==> src/rtl/VX_ag_tcu_pkg.sv <==
// Shared constants, format IDs and micro-op payload for the AG tensor-core sequencer.
package VX_ag_tcu_pkg;

  localparam int unsigned AG_TCU_M_STEPS      = 2;
  localparam int unsigned AG_TCU_N_STEPS      = 4;
  localparam int unsigned AG_TCU_K_STEPS      = 4;
  localparam int unsigned AG_TCU_A_SUB_BLOCKS = 1;
  localparam int unsigned AG_TCU_B_SUB_BLOCKS = 2;
  localparam int unsigned AG_TCU_TAG_W        = 16;

  localparam int unsigned AG_TCU_MW   = (AG_TCU_M_STEPS > 1) ? $clog2(AG_TCU_M_STEPS) : 1;
  localparam int unsigned AG_TCU_NW   = (AG_TCU_N_STEPS > 1) ? $clog2(AG_TCU_N_STEPS) : 1;
  localparam int unsigned AG_TCU_KW   = (AG_TCU_K_STEPS > 1) ? $clog2(AG_TCU_K_STEPS) : 1;
  localparam int unsigned AG_TCU_BSW  = (AG_TCU_B_SUB_BLOCKS > 1) ? $clog2(AG_TCU_B_SUB_BLOCKS) : 1;
  localparam int unsigned AG_TCU_REGW = 5;
  localparam int unsigned AG_TCU_FMTW = 4;

  // Base register indices of the A, B and C fragments
  localparam logic [AG_TCU_REGW-1:0] AG_TCU_RA = 5'd0;
  localparam logic [AG_TCU_REGW-1:0] AG_TCU_RB = 5'd10;
  localparam logic [AG_TCU_REGW-1:0] AG_TCU_RC = 5'd24;

  localparam logic [AG_TCU_FMTW-1:0] FMT_FP32 = 4'd0;
  localparam logic [AG_TCU_FMTW-1:0] FMT_FP16 = 4'd1;
  localparam logic [AG_TCU_FMTW-1:0] FMT_BF16 = 4'd2;
  localparam logic [AG_TCU_FMTW-1:0] FMT_I32  = 4'd3;
  localparam logic [AG_TCU_FMTW-1:0] FMT_I8   = 4'd4;
  localparam logic [AG_TCU_FMTW-1:0] FMT_U8   = 4'd5;
  localparam logic [AG_TCU_FMTW-1:0] FMT_I4   = 4'd6;
  localparam logic [AG_TCU_FMTW-1:0] FMT_U4   = 4'd7;

  typedef struct packed {
    logic [AG_TCU_MW-1:0]    step_m;
    logic [AG_TCU_NW-1:0]    step_n;
    logic [AG_TCU_KW-1:0]    step_k;
    logic [AG_TCU_REGW-1:0]  ra;
    logic [AG_TCU_REGW-1:0]  rb;
    logic [AG_TCU_BSW-1:0]   b_sub;
    logic [AG_TCU_REGW-1:0]  rc;
    logic                    first;
    logic                    last;
    logic [AG_TCU_FMTW-1:0]  fmt_s;
    logic [AG_TCU_FMTW-1:0]  fmt_d;
    logic [AG_TCU_TAG_W-1:0] tag;
  } ag_tcu_uop_t;

  function automatic logic fmt_s_ok(input logic [AG_TCU_FMTW-1:0] f);
    return (f == FMT_FP16) || (f == FMT_BF16) || (f == FMT_I8) ||
           (f == FMT_U8)   || (f == FMT_I4)   || (f == FMT_U4);
  endfunction

  function automatic logic fmt_d_ok(input logic [AG_TCU_FMTW-1:0] f);
    return (f == FMT_FP32) || (f == FMT_I32);
  endfunction

endpackage

==> src/rtl/ag_tcu_step_counter.sv <==
// Nested m/n/k step counter (k innermost); exposes the next value and a wrap flag.
module ag_tcu_step_counter #(
  parameter int unsigned M_STEPS = 2,
  parameter int unsigned N_STEPS = 4,
  parameter int unsigned K_STEPS = 4,
  parameter int unsigned MW      = 1,
  parameter int unsigned NW      = 2,
  parameter int unsigned KW      = 2
) (
  input  logic          clk,
  input  logic          reset_n,
  input  logic          clear,
  input  logic          advance,
  output logic [MW-1:0] nxt_m_c,
  output logic [NW-1:0] nxt_n_c,
  output logic [KW-1:0] nxt_k_c,
  output logic          wrap_c
);

  logic [MW-1:0] m_q, m_d;
  logic [NW-1:0] n_q, n_d;
  logic [KW-1:0] k_q, k_d;
  logic          m_last, n_last, k_last;

  assign m_last = (m_q == MW'(M_STEPS - 1));
  assign n_last = (n_q == NW'(N_STEPS - 1));
  assign k_last = (k_q == KW'(K_STEPS - 1));

  always_comb begin
    m_d = m_q;
    n_d = n_q;
    k_d = k_q;
    if (clear) begin
      m_d = '0;
      n_d = '0;
      k_d = '0;
    end else if (advance) begin
      if (k_last) begin
        k_d = '0;
        if (n_last) begin
          n_d = '0;
          m_d = m_last ? '0 : m_q + MW'(1);
        end else begin
          n_d = n_q + NW'(1);
        end
      end else begin
        k_d = k_q + KW'(1);
      end
    end
  end

  always_ff @(posedge clk or negedge reset_n) begin
    if (!reset_n) begin
      m_q <= '0;
      n_q <= '0;
      k_q <= '0;
    end else begin
      m_q <= m_d;
      n_q <= n_d;
      k_q <= k_d;
    end
  end

  assign nxt_m_c = m_d;
  assign nxt_n_c = n_d;
  assign nxt_k_c = k_d;
  assign wrap_c  = advance & ~clear & m_last & n_last & k_last;

endmodule

==> src/rtl/ag_tcu_uop_sequencer.sv <==
// Expands one WMMA instruction into M*N*K tensor-core micro-ops with backpressure.
// Optional AG_TCU_SEQ_PERF_EN adds busy/stall/instruction performance counters.
module ag_tcu_uop_sequencer
  import VX_ag_tcu_pkg::*;
#(
  parameter int unsigned M_STEPS      = AG_TCU_M_STEPS,
  parameter int unsigned N_STEPS      = AG_TCU_N_STEPS,
  parameter int unsigned K_STEPS      = AG_TCU_K_STEPS,
  parameter int unsigned A_SUB_BLOCKS = AG_TCU_A_SUB_BLOCKS,
  parameter int unsigned B_SUB_BLOCKS = AG_TCU_B_SUB_BLOCKS,
  parameter int unsigned TAG_W        = AG_TCU_TAG_W
) (
  input  logic                   clk,
  input  logic                   reset_n,
  input  logic                   flush,
  input  logic                   in_valid,
  output logic                   in_ready,
  input  logic [AG_TCU_FMTW-1:0] in_fmt_s,
  input  logic [AG_TCU_FMTW-1:0] in_fmt_d,
  input  logic [TAG_W-1:0]       in_tag,
  output logic                   uop_valid,
  input  logic                   uop_ready,
  output logic [AG_TCU_MW-1:0]   uop_step_m,
  output logic [AG_TCU_NW-1:0]   uop_step_n,
  output logic [AG_TCU_KW-1:0]   uop_step_k,
  output logic [AG_TCU_REGW-1:0] uop_ra,
  output logic [AG_TCU_REGW-1:0] uop_rb,
  output logic [AG_TCU_BSW-1:0]  uop_b_sub,
  output logic [AG_TCU_REGW-1:0] uop_rc,
  output logic                   uop_first,
  output logic                   uop_last,
  output logic [AG_TCU_FMTW-1:0] uop_fmt_s,
  output logic [AG_TCU_FMTW-1:0] uop_fmt_d,
  output logic [TAG_W-1:0]       uop_tag,
  output logic                   done,
  output logic                   fmt_err
`ifdef AG_TCU_SEQ_PERF_EN
  ,
  output logic [31:0]            perf_busy_cycles,
  output logic [31:0]            perf_stall_cycles,
  output logic [31:0]            perf_instrs
`endif
);

  typedef enum logic [0:0] {ST_IDLE, ST_ISSUE} state_e;

  state_e      state_q, state_d;
  logic        uop_valid_q, uop_valid_d;
  logic        done_q, done_d;
  logic        fmt_err_q, fmt_err_d;
  ag_tcu_uop_t uop_q, uop_d;

  logic                 accept, fire, wrap;
  logic [AG_TCU_MW-1:0] nxt_m;
  logic [AG_TCU_NW-1:0] nxt_n;
  logic [AG_TCU_KW-1:0] nxt_k;

  function automatic ag_tcu_uop_t make_uop(
    input logic [AG_TCU_MW-1:0]    m,
    input logic [AG_TCU_NW-1:0]    n,
    input logic [AG_TCU_KW-1:0]    k,
    input logic [AG_TCU_FMTW-1:0]  fs,
    input logic [AG_TCU_FMTW-1:0]  fd,
    input logic [AG_TCU_TAG_W-1:0] tag
  );
    ag_tcu_uop_t u;
    u.step_m = m;
    u.step_n = n;
    u.step_k = k;
    u.ra     = AG_TCU_REGW'(32'(AG_TCU_RA) + (32'(m) / A_SUB_BLOCKS) * K_STEPS + 32'(k));
    u.rb     = AG_TCU_REGW'(32'(AG_TCU_RB) + (32'(n) / B_SUB_BLOCKS) * K_STEPS + 32'(k));
    u.b_sub  = AG_TCU_BSW'(32'(n) % B_SUB_BLOCKS);
    u.rc     = AG_TCU_REGW'(32'(AG_TCU_RC) + 32'(m) * N_STEPS + 32'(n));
    u.first  = (k == '0);
    u.last   = (k == AG_TCU_KW'(K_STEPS - 1));
    u.fmt_s  = fs;
    u.fmt_d  = fd;
    u.tag    = tag;
    return u;
  endfunction

  assign in_ready = (state_q == ST_IDLE) & ~flush;
  assign accept   = in_valid & in_ready;
  assign fire     = uop_valid_q & uop_ready;

  ag_tcu_step_counter #(
    .M_STEPS (M_STEPS),
    .N_STEPS (N_STEPS),
    .K_STEPS (K_STEPS),
    .MW      (AG_TCU_MW),
    .NW      (AG_TCU_NW),
    .KW      (AG_TCU_KW)
  ) u_step_counter (
    .clk     (clk),
    .reset_n (reset_n),
    .clear   (accept),
    .advance (fire),
    .nxt_m_c (nxt_m),
    .nxt_n_c (nxt_n),
    .nxt_k_c (nxt_k),
    .wrap_c  (wrap)
  );

  // Next-state and output payload; uop_q only moves on acceptance or fire so it holds under stall
  always_comb begin
    state_d     = state_q;
    uop_valid_d = uop_valid_q;
    done_d      = 1'b0;
    fmt_err_d   = 1'b0;
    uop_d       = uop_q;
    if (flush) begin
      state_d     = ST_IDLE;
      uop_valid_d = 1'b0;
    end else begin
      unique case (state_q)
        ST_IDLE: begin
          if (accept) begin
            uop_d = make_uop(nxt_m, nxt_n, nxt_k, in_fmt_s, in_fmt_d, AG_TCU_TAG_W'(in_tag));
            if (fmt_s_ok(in_fmt_s) && fmt_d_ok(in_fmt_d)) begin
              state_d     = ST_ISSUE;
              uop_valid_d = 1'b1;
            end else begin
              fmt_err_d = 1'b1;
            end
          end
        end
        ST_ISSUE: begin
          if (fire) begin
            if (wrap) begin
              state_d     = ST_IDLE;
              uop_valid_d = 1'b0;
              done_d      = 1'b1;
            end else begin
              uop_d = make_uop(nxt_m, nxt_n, nxt_k, uop_q.fmt_s, uop_q.fmt_d, uop_q.tag);
            end
          end
        end
        default: state_d = ST_IDLE;
      endcase
    end
  end

  always_ff @(posedge clk or negedge reset_n) begin
    if (!reset_n) begin
      state_q     <= ST_IDLE;
      uop_valid_q <= 1'b0;
      done_q      <= 1'b0;
      fmt_err_q   <= 1'b0;
      uop_q       <= '0;
    end else begin
      state_q     <= state_d;
      uop_valid_q <= uop_valid_d;
      done_q      <= done_d;
      fmt_err_q   <= fmt_err_d;
      uop_q       <= uop_d;
    end
  end

  assign uop_valid  = uop_valid_q;
  assign uop_step_m = uop_q.step_m;
  assign uop_step_n = uop_q.step_n;
  assign uop_step_k = uop_q.step_k;
  assign uop_ra     = uop_q.ra;
  assign uop_rb     = uop_q.rb;
  assign uop_b_sub  = uop_q.b_sub;
  assign uop_rc     = uop_q.rc;
  assign uop_first  = uop_q.first;
  assign uop_last   = uop_q.last;
  assign uop_fmt_s  = uop_q.fmt_s;
  assign uop_fmt_d  = uop_q.fmt_d;
  assign uop_tag    = TAG_W'(uop_q.tag);
  assign done       = done_q;
  assign fmt_err    = fmt_err_q;

`ifdef AG_TCU_SEQ_PERF_EN
  logic [31:0] busy_q, busy_d, stall_q, stall_d, instrs_q, instrs_d;

  // Free-running wrap-around counters, untouched by flush
  always_comb begin
    busy_d   = busy_q + 32'(state_q == ST_ISSUE);
    stall_d  = stall_q + 32'(uop_valid_q & ~uop_ready);
    instrs_d = instrs_q + 32'(done_q);
  end

  always_ff @(posedge clk or negedge reset_n) begin
    if (!reset_n) begin
      busy_q   <= '0;
      stall_q  <= '0;
      instrs_q <= '0;
    end else begin
      busy_q   <= busy_d;
      stall_q  <= stall_d;
      instrs_q <= instrs_d;
    end
  end

  assign perf_busy_cycles  = busy_q;
  assign perf_stall_cycles = stall_q;
  assign perf_instrs       = instrs_q;
`endif

endmodule

==> config.mk <==
export PLATFORM = sky130hd
export DESIGN_NAME = ag_tcu_uop_sequencer
export DESIGN_NICKNAME = d
export VERILOG_FILES = /design/src/rtl/VX_ag_tcu_pkg.sv /design/src/rtl/ag_tcu_step_counter.sv /design/src/rtl/ag_tcu_uop_sequencer.sv
export SDC_FILE = /design/constraint.sdc
export NUM_CORES = 1
export LEC_CHECK = 0
export CORE_ASPECT_RATIO = 1.25
export CORE_MARGIN = 10
export CORE_UTILIZATION = 46
export DETAILED_ROUTE_END_ITERATION = 16
export PLACE_DENSITY_LB_ADDON = 0.08
export SYNTH_ARGS = -nofsm -noshare
export SYNTH_HDL_FRONTEND = slang
export SYNTH_HIERARCHICAL = 1
export SYNTH_SLANG_ARGS = --single-unit
==> constraint.sdc <==
create_clock -name clk -period 3.12 [get_ports clk]
set_input_delay 0.624 -clock clk [delete_from_list [all_inputs] [get_ports clk]]
set_output_delay 0.624 -clock clk [all_outputs]
set_load 0.02 [all_outputs]
==> impl_metrics.json <==
{
  "status": "complete, no violations",
  "syn_area_um2": 2000,
  "ctsResizeCount": 0,
  "crit_fanout": 6,
  "grt_usage_pct": 12.4,
  "fin_ws_ns": 0.470,
  "htree_levels": 2,
  "grt_pass1_vias": 1479,
  "wire_per_inst_um": 16.9,
  "worst_slew_pin_slew_ns": 0.996,
  "critPathKind": "input port to primary output",
  "yosys-top-cells-area": "dfrtp_1 56%, mux2_2 15%, mux2_4 4.5%, buf_4 4.1%, ha_1 2.5%",
  "ir_worst_vdd_mv": 0.319,
  "final_common_cell": "clkdlybuf4s50_1",
  "syn2layout_area_growth_pct": 42.1,
  "via_count": 1324,
  "place_ws_ns": 0.394,
  "max_cap_viol_count": 0,
  "fin_nets": 247,
  "hold_class": "input port to async pin",
  "cp.required_ns": 2.50,
  "num-fill-cells": 335,
  "power_density_nw_per_um2": 501,
  "cts_tree": "built",
  "yosysWarnings": 6,
  "setup_violations": 0,
  "yosys_most_used_dff": "dfrtp_1",
  "cts_buffer_depth": 2,
  "seq_area_um2": 1130,
  "vias_per_cell": 4.89,
  "clock_sinks": 45,
  "final_cell_mix": "76 x clkdlybuf4s50_1, 45 x dfrtp_1, 26 x mux2_2",
  "slew_viol_final": 0,
  "avgSynthCellArea_um2": 14.1,
  "startpoint_type": "input port",
  "grt_max_degree": 46,
  "fmax_mhz": 377,
  "drc_errors": 0,
  "grt_pass1_wl_um": 7310,
  "rows": 26,
  "synth_edf_count": 0,
  "synth_top_area_share_pct": 56.2,
  "core-area_um2": 4160,
  "firstDrtPassIters": 4,
  "postLayoutCellArea_um2": 2850,
  "dp_hpwl_um": 3570,
  "hold_slack_ns": 0.493,
  "r2r_cells": 8,
  "clkTransAtPathRegs_ns": 0.08,
  "p_switching_mw": 0.361,
  "dieArea_um2": 7410,
  "port_buffers": 77,
  "clk_latency_ns": 0.30,
  "ioPinCount": 80,
  "finalCritPeriodShare_pct": 84.9,
  "numCtsBuffers": 5,
  "reg2reg_slack_ns": 1.10,
  "comb_power_share_pct": 22.2,
  "setup_tns_ns": 0,
  "gp_routability_congestion": 0.839,
  "ys_seq_area_share_pct": 56.2,
  "multi_input_area_um2": 743,
  "die_w_um": 79.0,
  "r2r_start": "state_q",
  "yosysUniqueCellTypes": 30,
  "finalHoldViolCount": 0,
  "clock_skew_ns": 0.00653,
  "antenna_found_initial": 0,
  "internal-power_mw": 1.07,
  "ys_ff_latch": 45,
  "cts_hold_buffers": 0,
  "clock_power_share_pct": 31.5,
  "initial_utilization_pct": 48.1,
  "synth-async-reset-ratio_pct": 100,
  "cp.arrival_ns": 2.03,
  "diodes": 0,
  "r2r-end": "uop_rb[4]",
  "p_leak_nw": 1.22,
  "placed_area_um2": 2730,
  "die_h_um": 93.8,
  "rsz0062_at_grt": "no",
  "slew_headroom_pct": 33.6,
  "p_seq_share_pct": 46.4,
  "gr-total-overflow": 0,
  "cts_setup_buffers": 0,
  "clockRootBuffer": "clkbuf_8",
  "synth_cells": 142,
  "drtIter0Drc": 86,
  "yosysTopAreaCell": "dfrtp_1",
  "power_mw": 1.43,
  "wl_um": 4570,
  "p_sw_share_pct": 25.3,
  "fin_crit_ns": 2.65,
  "endpoint_kind": "primary output",
  "layout-drive-gt1-share_pct": 23.3,
  "postRouteAntennaNets": 0
}
## state kept, by name (all words and copies together), names as in the netlist
register               cells
u_step_counter/k_q         2
uop_fmt_d                  4
uop_ra                     1
uop_last                   1
uop_fmt_s                  4
uop_step_k                 1
u_step_counter/n_q         2
uop_rc                     3
fmt_err                    1
state_q                    1
uop_valid                  1
u_step_counter/m_last      1
uop_step_n                 1
uop_first                  1
done                       1
uop_rb                     4
uop_tag                   16
## final cells by class
cell class              count  area share (%)
well taps                  56            2.46
multi-input cells          80            26.1
clock inverters             1            1.05
clock buffers               7            3.03
inverters                   3           0.395
flip-flops and latches     45            39.5
repair buffers             79            27.4
## power by group through the flow
| stage | sequential (mW) | clock (mW) | combinational [mW] |
|---|---|---|---|
| finish | 0.662 | 0.449 | 0.317 |
| global route | 0.668 | 0.490 | 0.336 |
| global placement | 0.670 | 0 | 0.317 |
| CTS | 0.663 | 0.461 | 0.323 |
| floorplan | 0.736 | 0 | 0.0854 |
| detailed placement | 0.674 | 0 | 0.322 |
## metrics by stage
stage | util, % | cells
after floorplan | - | 143
after global placement | 65.6 | 263
after detailed placement | 65.6 | 263
after CTS | 68.4 | 271
after global routing | 68.4 | 271
final | 68.4 | 271
## critical path: stages
cell             delay [ns]
clkdlybuf4s50_1        0.59
nor2_1                 0.17
clkdlybuf4s50_1        0.63
## worst max path at each step
stage	startpoint	end	slack (ns)	cells after the start
floorplan	in_valid	uop_ra[1]	0.95	9
global placement	flush	in_ready	0.47	3
detailed placement	flush	uop_rb[4]	0.39	8
CTS	flush	in_ready	0.46	3
global route	flush	in_ready	0.42	3
finish	flush	in_ready	0.47	3
## cells in the mapped netlist, types with 2 or more instances
cell / number
a21bo_2: 2
a21oi_1: 2
a21oi_2: 2
and2_1: 2
buf_4: 11
buf_6: 4
dfrtp_1: 45
ha_1: 4
inv_1: 3
mux2_2: 26
mux2_4: 6
mux2i_1: 5
nand2_1: 4
nand2b_1: 2
nand3_1: 4
nor2_1: 5
or2_2: 2
## cells by family (layout without fill, tap and decap cells)
family                     count (synthesis)  after routing  share of synthesized area, %
AOI/OAI and AO/OA                         10             10                          3.81
xor gates and xnor gates                   2              2                         0.874
adders and majority gates                  4              4                          2.50
other                                      1              2                         0.187
DFF                                       45             45                          56.2
buffers and inverters                     18             90                          6.93
muxes                                     37             37                          21.6
and+or+nand+nor                           25             25                          7.93
## metal layers
metal	global-route usage (%)	vias up	wire, um
met2	22.4	43	2510
met4	4.04	0	61
li1	-	618	-
met3	6.32	6	407
met5	0	-	0
met1	11.9	657	1590
Power figures use the tool's default switching activity.
